[src/rtl/arith_arb_pkg.sv]
// Shared constants for the two-requester add/sub arbiter: FSM states, op codes,
// requester ids and the signed-overflow helper.
package arith_arb_pkg;

    typedef enum logic {
        S_IDLE = 1'b0,
        S_EXEC = 1'b1
    } state_t;

    localparam logic OP_ADD = 1'b0;
    localparam logic OP_SUB = 1'b1;
    localparam logic REQ0   = 1'b0;
    localparam logic REQ1   = 1'b1;

    localparam int ARITH_W = 32;

    // Signed overflow from operand and result sign bits; sub compares a against -b.
    function automatic logic calc_ovf(
        input logic op_sub,
        input logic a_msb,
        input logic b_msb,
        input logic z_msb
    );
        logic result;
        if (op_sub == OP_SUB) begin
            result = (a_msb != b_msb) && (z_msb != a_msb);
        end else begin
            result = (a_msb == b_msb) && (z_msb != a_msb);
        end
        return result;
    endfunction

endpackage

[src/rtl/rr_pick2.sv]
// Two-way grant picker: a lone request always wins; on contention either
// alternate away from last_gnt or give requester 0 fixed priority.
module rr_pick2
    import arith_arb_pkg::*;
(
    input  logic req0,
    input  logic req1,
    input  logic last_gnt,
    input  logic rr_en,
    output logic gnt0,
    output logic gnt1
);

    always_comb begin
        gnt0 = 1'b0;
        gnt1 = 1'b0;
        if (req0 && req1) begin
            if (rr_en) begin
                gnt0 = (last_gnt == REQ1);
                gnt1 = (last_gnt == REQ0);
            end else begin
                gnt0 = 1'b1;
            end
        end else begin
            gnt0 = req0;
            gnt1 = req1;
        end
    end

endmodule

[src/rtl/yArith.sv]
// Fixed 32-bit adder/subtractor: ctrl=0 computes a+b, ctrl=1 computes a-b as a+~b+1.
module yArith (
    output logic [31:0] z,
    output logic        cout,
    input  logic [31:0] a,
    input  logic [31:0] b,
    input  logic        ctrl
);

    logic [31:0] b_eff;
    logic [32:0] sum;

    always_comb begin
        b_eff = ctrl ? ~b : b;
        sum   = {1'b0, a} + {1'b0, b_eff} + {32'd0, ctrl};
    end

    assign z    = sum[31:0];
    assign cout = sum[32];

endmodule

[src/rtl/arith_share_arbiter.sv]
// Shares one yArith add/sub datapath between two requesters: picks a winner in
// IDLE, captures its operands, evaluates in EXEC and returns a registered result.
module arith_share_arbiter
    import arith_arb_pkg::*;
#(
    parameter int W     = 32,
    parameter bit RR_EN = 1'b1
) (
    input  logic         clk,
    input  logic         rst_n,
    input  logic         req0,
    input  logic         sub0,
    input  logic [W-1:0] a0,
    input  logic [W-1:0] b0,
    input  logic         req1,
    input  logic         sub1,
    input  logic [W-1:0] a1,
    input  logic [W-1:0] b1,
    output logic         gnt0,
    output logic         gnt1,
    output logic         done0,
    output logic         done1,
    output logic [W-1:0] z,
    output logic         cout,
    output logic         ovf,
    output logic         busy
);

    state_t         state_reg;
    logic           last_gnt_reg;
    logic           owner_reg;
    logic [W-1:0]   op_a_reg;
    logic [W-1:0]   op_b_reg;
    logic           op_sub_reg;
    logic [W-1:0]   z_reg;
    logic           cout_reg;
    logic           ovf_reg;
    logic [1:0]     done_reg;

    logic [W-1:0]   a_vec   [2];
    logic [W-1:0]   b_vec   [2];
    logic [1:0]     sub_vec;
    logic [1:0]     pick_vec;
    logic [1:0]     gnt_vec;
    logic           winner;
    logic           any_gnt;

    logic [W-1:0]   sum;
    logic           carry;

    // Gather the per-requester ports into indexable arrays so capture is a plain mux.
    assign a_vec[0]   = a0;
    assign a_vec[1]   = a1;
    assign b_vec[0]   = b0;
    assign b_vec[1]   = b1;
    assign sub_vec[0] = sub0;
    assign sub_vec[1] = sub1;

    rr_pick2 u_pick (
        .req0     (req0),
        .req1     (req1),
        .last_gnt (last_gnt_reg),
        .rr_en    (RR_EN),
        .gnt0     (pick_vec[0]),
        .gnt1     (pick_vec[1])
    );

    // Grants only exist in IDLE and are forced low while reset is asserted.
    generate
        for (genvar gi = 0; gi < 2; gi++) begin : g_gnt
            assign gnt_vec[gi] = rst_n && (state_reg == S_IDLE) && pick_vec[gi];
        end
    endgenerate

    assign any_gnt = gnt_vec[0] | gnt_vec[1];
    assign winner  = gnt_vec[1] ? REQ1 : REQ0;

    yArith u_arith (
        .z    (sum),
        .cout (carry),
        .a    (op_a_reg),
        .b    (op_b_reg),
        .ctrl (op_sub_reg)
    );

    always_ff @(posedge clk) begin
        if (!rst_n) begin
            state_reg    <= S_IDLE;
            last_gnt_reg <= REQ1;
            owner_reg    <= REQ0;
            op_a_reg     <= '0;
            op_b_reg     <= '0;
            op_sub_reg   <= OP_ADD;
            z_reg        <= '0;
            cout_reg     <= 1'b0;
            ovf_reg      <= 1'b0;
            done_reg     <= 2'b00;
        end else begin
            done_reg <= 2'b00;
            case (state_reg)
                S_IDLE: begin
                    if (any_gnt) begin
                        op_a_reg     <= a_vec[winner];
                        op_b_reg     <= b_vec[winner];
                        op_sub_reg   <= sub_vec[winner];
                        owner_reg    <= winner;
                        last_gnt_reg <= winner;
                        state_reg    <= S_EXEC;
                    end
                end
                S_EXEC: begin
                    z_reg     <= sum;
                    cout_reg  <= carry;
                    ovf_reg   <= calc_ovf(op_sub_reg, op_a_reg[W-1], op_b_reg[W-1], sum[W-1]);
                    done_reg  <= (owner_reg == REQ1) ? 2'b10 : 2'b01;
                    state_reg <= S_IDLE;
                end
                default: state_reg <= S_IDLE;
            endcase
        end
    end

    assign gnt0  = gnt_vec[0];
    assign gnt1  = gnt_vec[1];
    assign done0 = done_reg[0];
    assign done1 = done_reg[1];
    assign z     = z_reg;
    assign cout  = cout_reg;
    assign ovf   = ovf_reg;
    assign busy  = (state_reg == S_EXEC);

endmodule

[config.mk]
export PLATFORM = sky130hd
export DESIGN_NAME = arith_share_arbiter
export DESIGN_NICKNAME = d
export VERILOG_FILES = /design/src/rtl/arith_arb_pkg.sv /design/src/rtl/rr_pick2.sv /design/src/rtl/yArith.sv /design/src/rtl/arith_share_arbiter.sv
export SDC_FILE = /design/constraint.sdc
export NUM_CORES = 1
export LEC_CHECK = 0
export BUFFER_PORTS_ARGS = -buffer_cell sky130_fd_sc_hd__buf_2
export CAP_MARGIN = 15
export CORE_MARGIN = 1
export CORE_UTILIZATION = 58
export DETAILED_ROUTE_END_ITERATION = 7
export PLACE_DENSITY = 0.84
export SLEW_MARGIN = 25
export SYNTH_ARGS = -nofsm -noshare
export SYNTH_HDL_FRONTEND = slang
export SYNTH_HIERARCHICAL = 1
export SYNTH_SLANG_ARGS = --single-unit
[constraint.sdc]
create_clock -name clk -period 5.5 [get_ports clk]
set_clock_uncertainty 0.1 [all_clocks]
set_input_delay 0.275 -clock clk [delete_from_list [all_inputs] [get_ports clk]]
set_output_delay 0.275 -clock clk [all_outputs]
set_load 0.01 [all_outputs]
**Word-level counts from Yosys, hierarchy flattened**

Index checks and enable logic that the tools add are counted.

- Flip-flop bits (word level): 104
- Input bits: 134

- Bitwise logic cells: 5
- Order comparisons: 2
- Reduce and logical (&&, ||, !) cells: 8
- Muxes and demuxes: 16
- $add $sub $neg: 2
- Equality and inequality tests: 3

Operator list:

| kind | number |
|---|---|
| 2-to-1 mux 32 bit | 7 |
| adder 32 x 32 -> 33 bit | 1 |
| adder 33 x 1 -> 33 bit | 1 |
| NOT 32 bit | 1 |
| 2-to-1 mux 1 bit | 7 |
| logical AND 1 bit | 6 |
| AND reduction 2 bit | 2 |
| >= comparator 2 bit, second input constant | 1 |
| < comparator 1 x 2 -> 1 bit, second input constant | 1 |
| 2-to-1 mux 2 bit | 1 |
| inequality test 1 bit | 2 |
| NOT 1 bit | 2 |
| NOT 1 -> 2 bit | 1 |
| case mux 1 bit (2 select lines) | 1 |
| == test 1 bit | 1 |
| OR 1 bit | 1 |

**Longest topological paths before layout**

- Word-level depth: 8
- Mapped depth: 15

**Hierarchy**

The synthesis kept the hierarchy.

Modules (own cells, without submodules):

| module | instances | area an instance (sq um) | seq. area each (sq um) | cells an instance |
|---|---|---|---|---|
| arith_share_arbiter | 1 | 4583.1 | 2082.0 | 449 |
| yArith | 1 | 2145.8 | 0.0 | 299 |
| rr_pick2 | 1 | 30.0 | 0.0 | 4 |

**Worst setup path after synthesis**

OpenSTA, ideal clock, no wires.

- Path type: register to register
- Start point: reg op_sub_reg
- End point: reg ovf_reg, in the netlist ovf
- Path buffers: 3
- Path slack: 2256 ps
- Stages on the path, launching flop included: 16
- Arrival time: 3075 ps
- Cells stage by stage: dfxtp_1 -> buf_2 -> clkbuf_1 -> xor2_1 -> ha_1 -> buf_2 -> o21a_1 -> nor2_1 -> a211o_1 -> o21ai_2 -> a21boi_2 -> o41ai_2 -> xor2_1 -> nor2b_1 -> mux2i_1 -> a21oi_1

- Cells in the longest elaborated chain, start to end: 6
- Elaborated cells on any way between the ends: 7
- Classes of those cells: add/sub (2); eq/ne (1); mux (2); reduce/logical (2)

Ends and longest elaborated chain:

| item | RTL line | RTL |
|---|---|---|
| start, declared | arith_share_arbiter.sv:34 | `logic op_sub_reg;` |
| start signal, assigned | arith_share_arbiter.sv:105 | `op_sub_reg <= sub_vec[winner];` |
| 2-to-1 mux 32 bit | yArith.sv:14 | `b_eff = ctrl ? ~b : b;` |
| adder 32 x 32 -> 33 bit | yArith.sv:15 | `sum = {1'b0, a} + {1'b0, b_eff} + {32'd0, ctrl};` |
| adder 33 x 1 -> 33 bit (*) | yArith.sv:15 |  |
| via sum[31] | arith_share_arbiter.sv:48 | `logic [W-1:0] sum;` |
| inequality test 1 bit (*) | arith_arb_pkg.sv:26, arith_arb_pkg.sv:28 |  |
| logical AND 1 bit (on tied branches) | arith_arb_pkg.sv:28, arith_arb_pkg.sv:26 |  |
| 2-to-1 mux 1 bit (*) | arith_arb_pkg.sv:25 | `if (op_sub == OP_SUB) begin` |
| end signal, assigned | arith_share_arbiter.sv:114 | `ovf_reg <= calc_ovf(op_sub_reg, op_a_reg[W-1], op_b_reg[W-1], sum[W-1]);` |
| end, declared | arith_share_arbiter.sv:37 | `logic ovf_reg;` |

Mark *: on every way through the listed nets, which the timed path passes. The rest lies on a longest branch.
A chain may end at the register's enable or synchronous reset.

**Worst setup path in the final report**

- Start point: reg op_sub_reg
- End point: reg z_reg[30], in the netlist z[30]

- Cells in the longest elaborated chain, start to end: 3

Ends and longest elaborated chain:

| item | RTL line | RTL |
|---|---|---|
| 2-to-1 mux 32 bit | yArith.sv:14 |  |
| adder 32 x 32 -> 33 bit | yArith.sv:15 |  |
| adder 33 x 1 -> 33 bit (*) | yArith.sv:15 |  |
| via sum[30] | arith_share_arbiter.sv:48 |  |
| end signal, assigned | arith_share_arbiter.sv:112 | `z_reg <= sum;` |
| end, declared | arith_share_arbiter.sv:35 | `logic [W-1:0] z_reg;` |

Marked as above.

==> impl_metrics.csv <==
group,metric,value,unit
floorplan,die_w,110,um
floorplan,die_area,0.0121,sq mm
synth,yosysSeqAreaShare,30.8,%
synth,synth-async-reset-ratio,0,%
power_and_ir_drop,power_frac_comb,31.0,%
detailed_routing,dr.pass1.iters,7,
synth,yosys_top_cell_by_area,"sky130_fd_sc_hd__dfxtp_1",
critical_path,critPathLaunchType,"flop",
timing,grt_setup_unrepaired,"false",
detailed_routing,routedWlPerCell,15.5,um
clock_network,htree_levels,3,
synth,yosys_most_used_dff,"sky130_fd_sc_hd__dfxtp_1",
synth,synth_fp_nets,921,
clock_network,clk_path_buf_depth,2,
synth,synth-compound-area-share,21.0,%
cells_and_area,regArea,0.00208,sq mm
synth,syn_area_per_cell,8.99,sq um
clock_network,cts_root_buffer,"sky130_fd_sc_hd__clkbuf_16",
floorplan,die_h,110,um
power_and_ir_drop,power.switching_fraction,33.9,%
timing,holdWs,143,ps
floorplan,top_level_ports,173,
synth,post_synth_mux_area_share,12.6,%
global_routing,grt_pass1_wl,25.3,mm
synth,post_synth_main_area_contributors,"sky130_fd_sc_hd__dfxtp_1 31%, sky130_fd_sc_hd__mux2i_1 13%, sky130_fd_sc_hd__o211a_1 7.4%",
timing,tcrit_tclk_final,68.6,%
detailed_routing,drc_errors,0,
synth,yosysMostFrequentCell,"sky130_fd_sc_hd__dfxtp_1",
critical_path,worst_setup_path_startpoint,"op_sub_reg$_SDFFE_PN0P_",
critical_path,timing.reg2reg.worst_path_depth,11,
global_routing,via_count_of_the_first_global_routing_pass,5166,
clock_network,ctsHoldBuffers,0,
placement,dp_hpwl,12.1,mm
synth,synth_top_family_by_area,"compound AO/OA/AOI/OAI gates",
hold_path,worst_hold_startpoint,"a1[0]",
timing,report.final.hold_viol_count,0,
placement,dp_worst_setup_slack,1760,ps
global_routing,antenna_found_initial,0,
synth,synthAdderAreaFrac,6.59,%
run_status,status,"finished, final reports clean",
power_and_ir_drop,power.internal,1.46,mW
detailed_routing,total_via_count_after_detailed_routing,5898,
critical_path,worst-path-max-fanout,34,
cells_and_area,layout.core_utilization,69.1,%
flow_run,cap_violations,0,
clock_network,post_cts_buffers,0,
placement,gpl.final_weighted_congestion,0.962,
placement,io_buffer_count,172,
synth,synth_enable_flop_cells,0,
clock_network,ctsResizeCount,0,
synth,yosysUniqueCellTypes,56,
timing,final-setup-viol-count,0,
floorplan,std_cell_rows,39,
clock_network,numClockSinks,104,
cells_and_area,nets,1051,
global_routing,largest_net_degree_at_the_start_of_global_routing,90,
critical_path,required,5640,ps
synth,syn_inst,752,
critical_path,endpoint_kind,"flop",
clock_network,clk_latency_worst_skew_pair,350,ps
hold_path,timing.hold.worst_path_depth,4,
synth,yosys_warnings,6,
timing,layout_min_cycle_time,3770,ps
power_and_ir_drop,vdd.ir_drop.worst,0.264,mV
clock_network,cts_made_buffers,9,
synth,ys_ff_latch,104,
cells_and_area,multiInputGateArea,0.00433,sq mm
cells_and_area,area_growth_syn_to_layout,16.2,%
critical_path,critical_path.slowest_cell,"sky130_fd_sc_hd__dfxtp_2",
cells_and_area,final.fill_count,925,
floorplan,core_region_area,0.0114,sq mm
critical_path,critPathMaxStageDelay,970,ps
power_and_ir_drop,p_sw,0.746,mW
critical_path,timing.critical_path.arrival,3910,ps
cells_and_area,layout-drive-gt1-share,23.8,%
timing,max-slew-margin-rel,33.6,%
hold_path,hp-class,"primary input to flop",
timing,setup_ws,1730,ps
clock_network,cts_tree,"done",
power_and_ir_drop,share_seq_of_total_power,40.1,%
synth,synthSimpleGateAreaFrac,15.6,%
critical_path,worstSetupPathType,"flop to flop",
power_and_ir_drop,power_leakage,4.19,nW
timing,slew_viol_final,0,
synth,synth.cells.most_frequent,"104 x sky130_fd_sc_hd__dfxtp_1, 85 x sky130_fd_sc_hd__mux2i_1, 64 x sky130_fd_sc_hd__nand2_1",
timing,totalNegativeSetupSlack,0,ps
timing,worst-slew-pin-transition,996,ps
global_routing,track_usage,26.9,%
synth,parity_gate_share_of_the_synthesized_area_counting_xor_and_xnor_cells,7.90,%
detailed_routing,drt_iter0_drc,374,
power_and_ir_drop,power_frac_clock,28.9,%
critical_path,critical_path_cell_by_cell,"mux2i_1 -> fa_1 -> nor2b_1 -> o21bai_1 -> a31oi_1 -> o31ai_1 -> a21oi_1 -> a21oi_1 -> xnor2_1 -> mux2i_1 -> nor2b_1",
critical_path,timing.rr.start,"op_sub_reg$_SDFFE_PN0P_",
power_and_ir_drop,totalPowerFinal,2.20,mW
synth,synth_top_area_share,30.8,%
power_and_ir_drop,power_per_cell_area,280,mW/mm^2
timing,timing.fmax,265,MHz
detailed_routing,post_drt_via_cell_ratio,5.73,
cells_and_area,insertedDiodeCount,0,
global_routing,grt_overflow,0,
detailed_routing,antenna_left,0,
detailed_routing,route.final.wire_length,16.0,mm
synth,post_synth_instance_area,0.00676,sq mm
floorplan,start_util,59.4,%
clock_network,clk_pin_slew,80,ps
-- placed cells by master (no fill, tap or decap), drive strengths merged, types with 3 or more instances in the layout --
cell / instances
a211o: 3
a211oi: 3
a21boi: 4
a21o: 13
a21oi: 32
a22o: 15
a31oi: 7
and2: 3
buf: 179
clkbuf: 10
dfxtp: 104
ha: 34
inv: 15
mux2i: 85
nand2: 64
nand2b: 5
nand3: 55
nand4: 7
nor2: 25
nor2b: 37
nor3: 5
o211a: 50
o21a: 8
o21ai: 30
o21bai: 6
xnor2: 18
xor2: 43
-- stage by stage --
step	cells	area [sq um]
6_report	1030	7860
5_1_grt	1030	7860
4_1_cts	1029	7840
3_5_place_dp	1013	7540
3_3_place_gp	1013	7540
2_1_floorplan	752	6760
-- critical path, delay by kind of cell, from the launching register on --
kind                       cells  cell delay, ps
and+or+nand+nor                2             240
muxes                          2             500
AOI/OAI and AO/OA              5            1210
xor gates and xnor gates       1             140
DFF                            1             970
adders and majority gates      1             510
-- final cells by class --
cell class              instances  share of cell area, %
multi-input cells             577                   55.1
flip-flops and latches        104                   26.5
repair buffers                179                   11.8
clock inverters                 6                  0.733
clock buffers                  10                   3.04
inverters                      11                  0.526
well taps                     143                   2.28
-- per-layer routing --
layer  track usage (%)  up-vias  wire length [um]
met5                 0        -                 0
li1                  -     2961                 -
met4              7.43        0               228
met1              40.0     2711              7780
met2              40.5      209              7060
met3              3.38       17               943
-- power groups by stage --
stage	clock (mW)	combinational [mW]	sequential, mW
floorplan	0	0.508	0.885
global placement	0	0.662	0.898
detailed placement	0	0.671	0.899
CTS	0.647	0.674	0.882
global route	0.677	0.752	0.892
finish	0.636	0.682	0.883
-- cells by family (layout without fill, tap and decap cells) --
family          Yosys count  in the layout
simple gates            210            210
compound gates          185            185
flops                   104            104
mux                      85             85
buf+inv                  71            206
xor+xnor                 61             61
fa+ha+maj                35             35
other cells               1              1
-- final timing paths --
kind	to	slack (ps)
setup / recovery	z[30]$_SDFFE_PN0P_	1730
hold / removal	op_a_reg[0]$_SDFFE_PN0P_	140
setup reg to reg	z[30]$_SDFFE_PN0P_	1730
hold reg to reg	done_reg[0]$_SDFF_PN0_	360
Power figures use the tool's default switching activity.
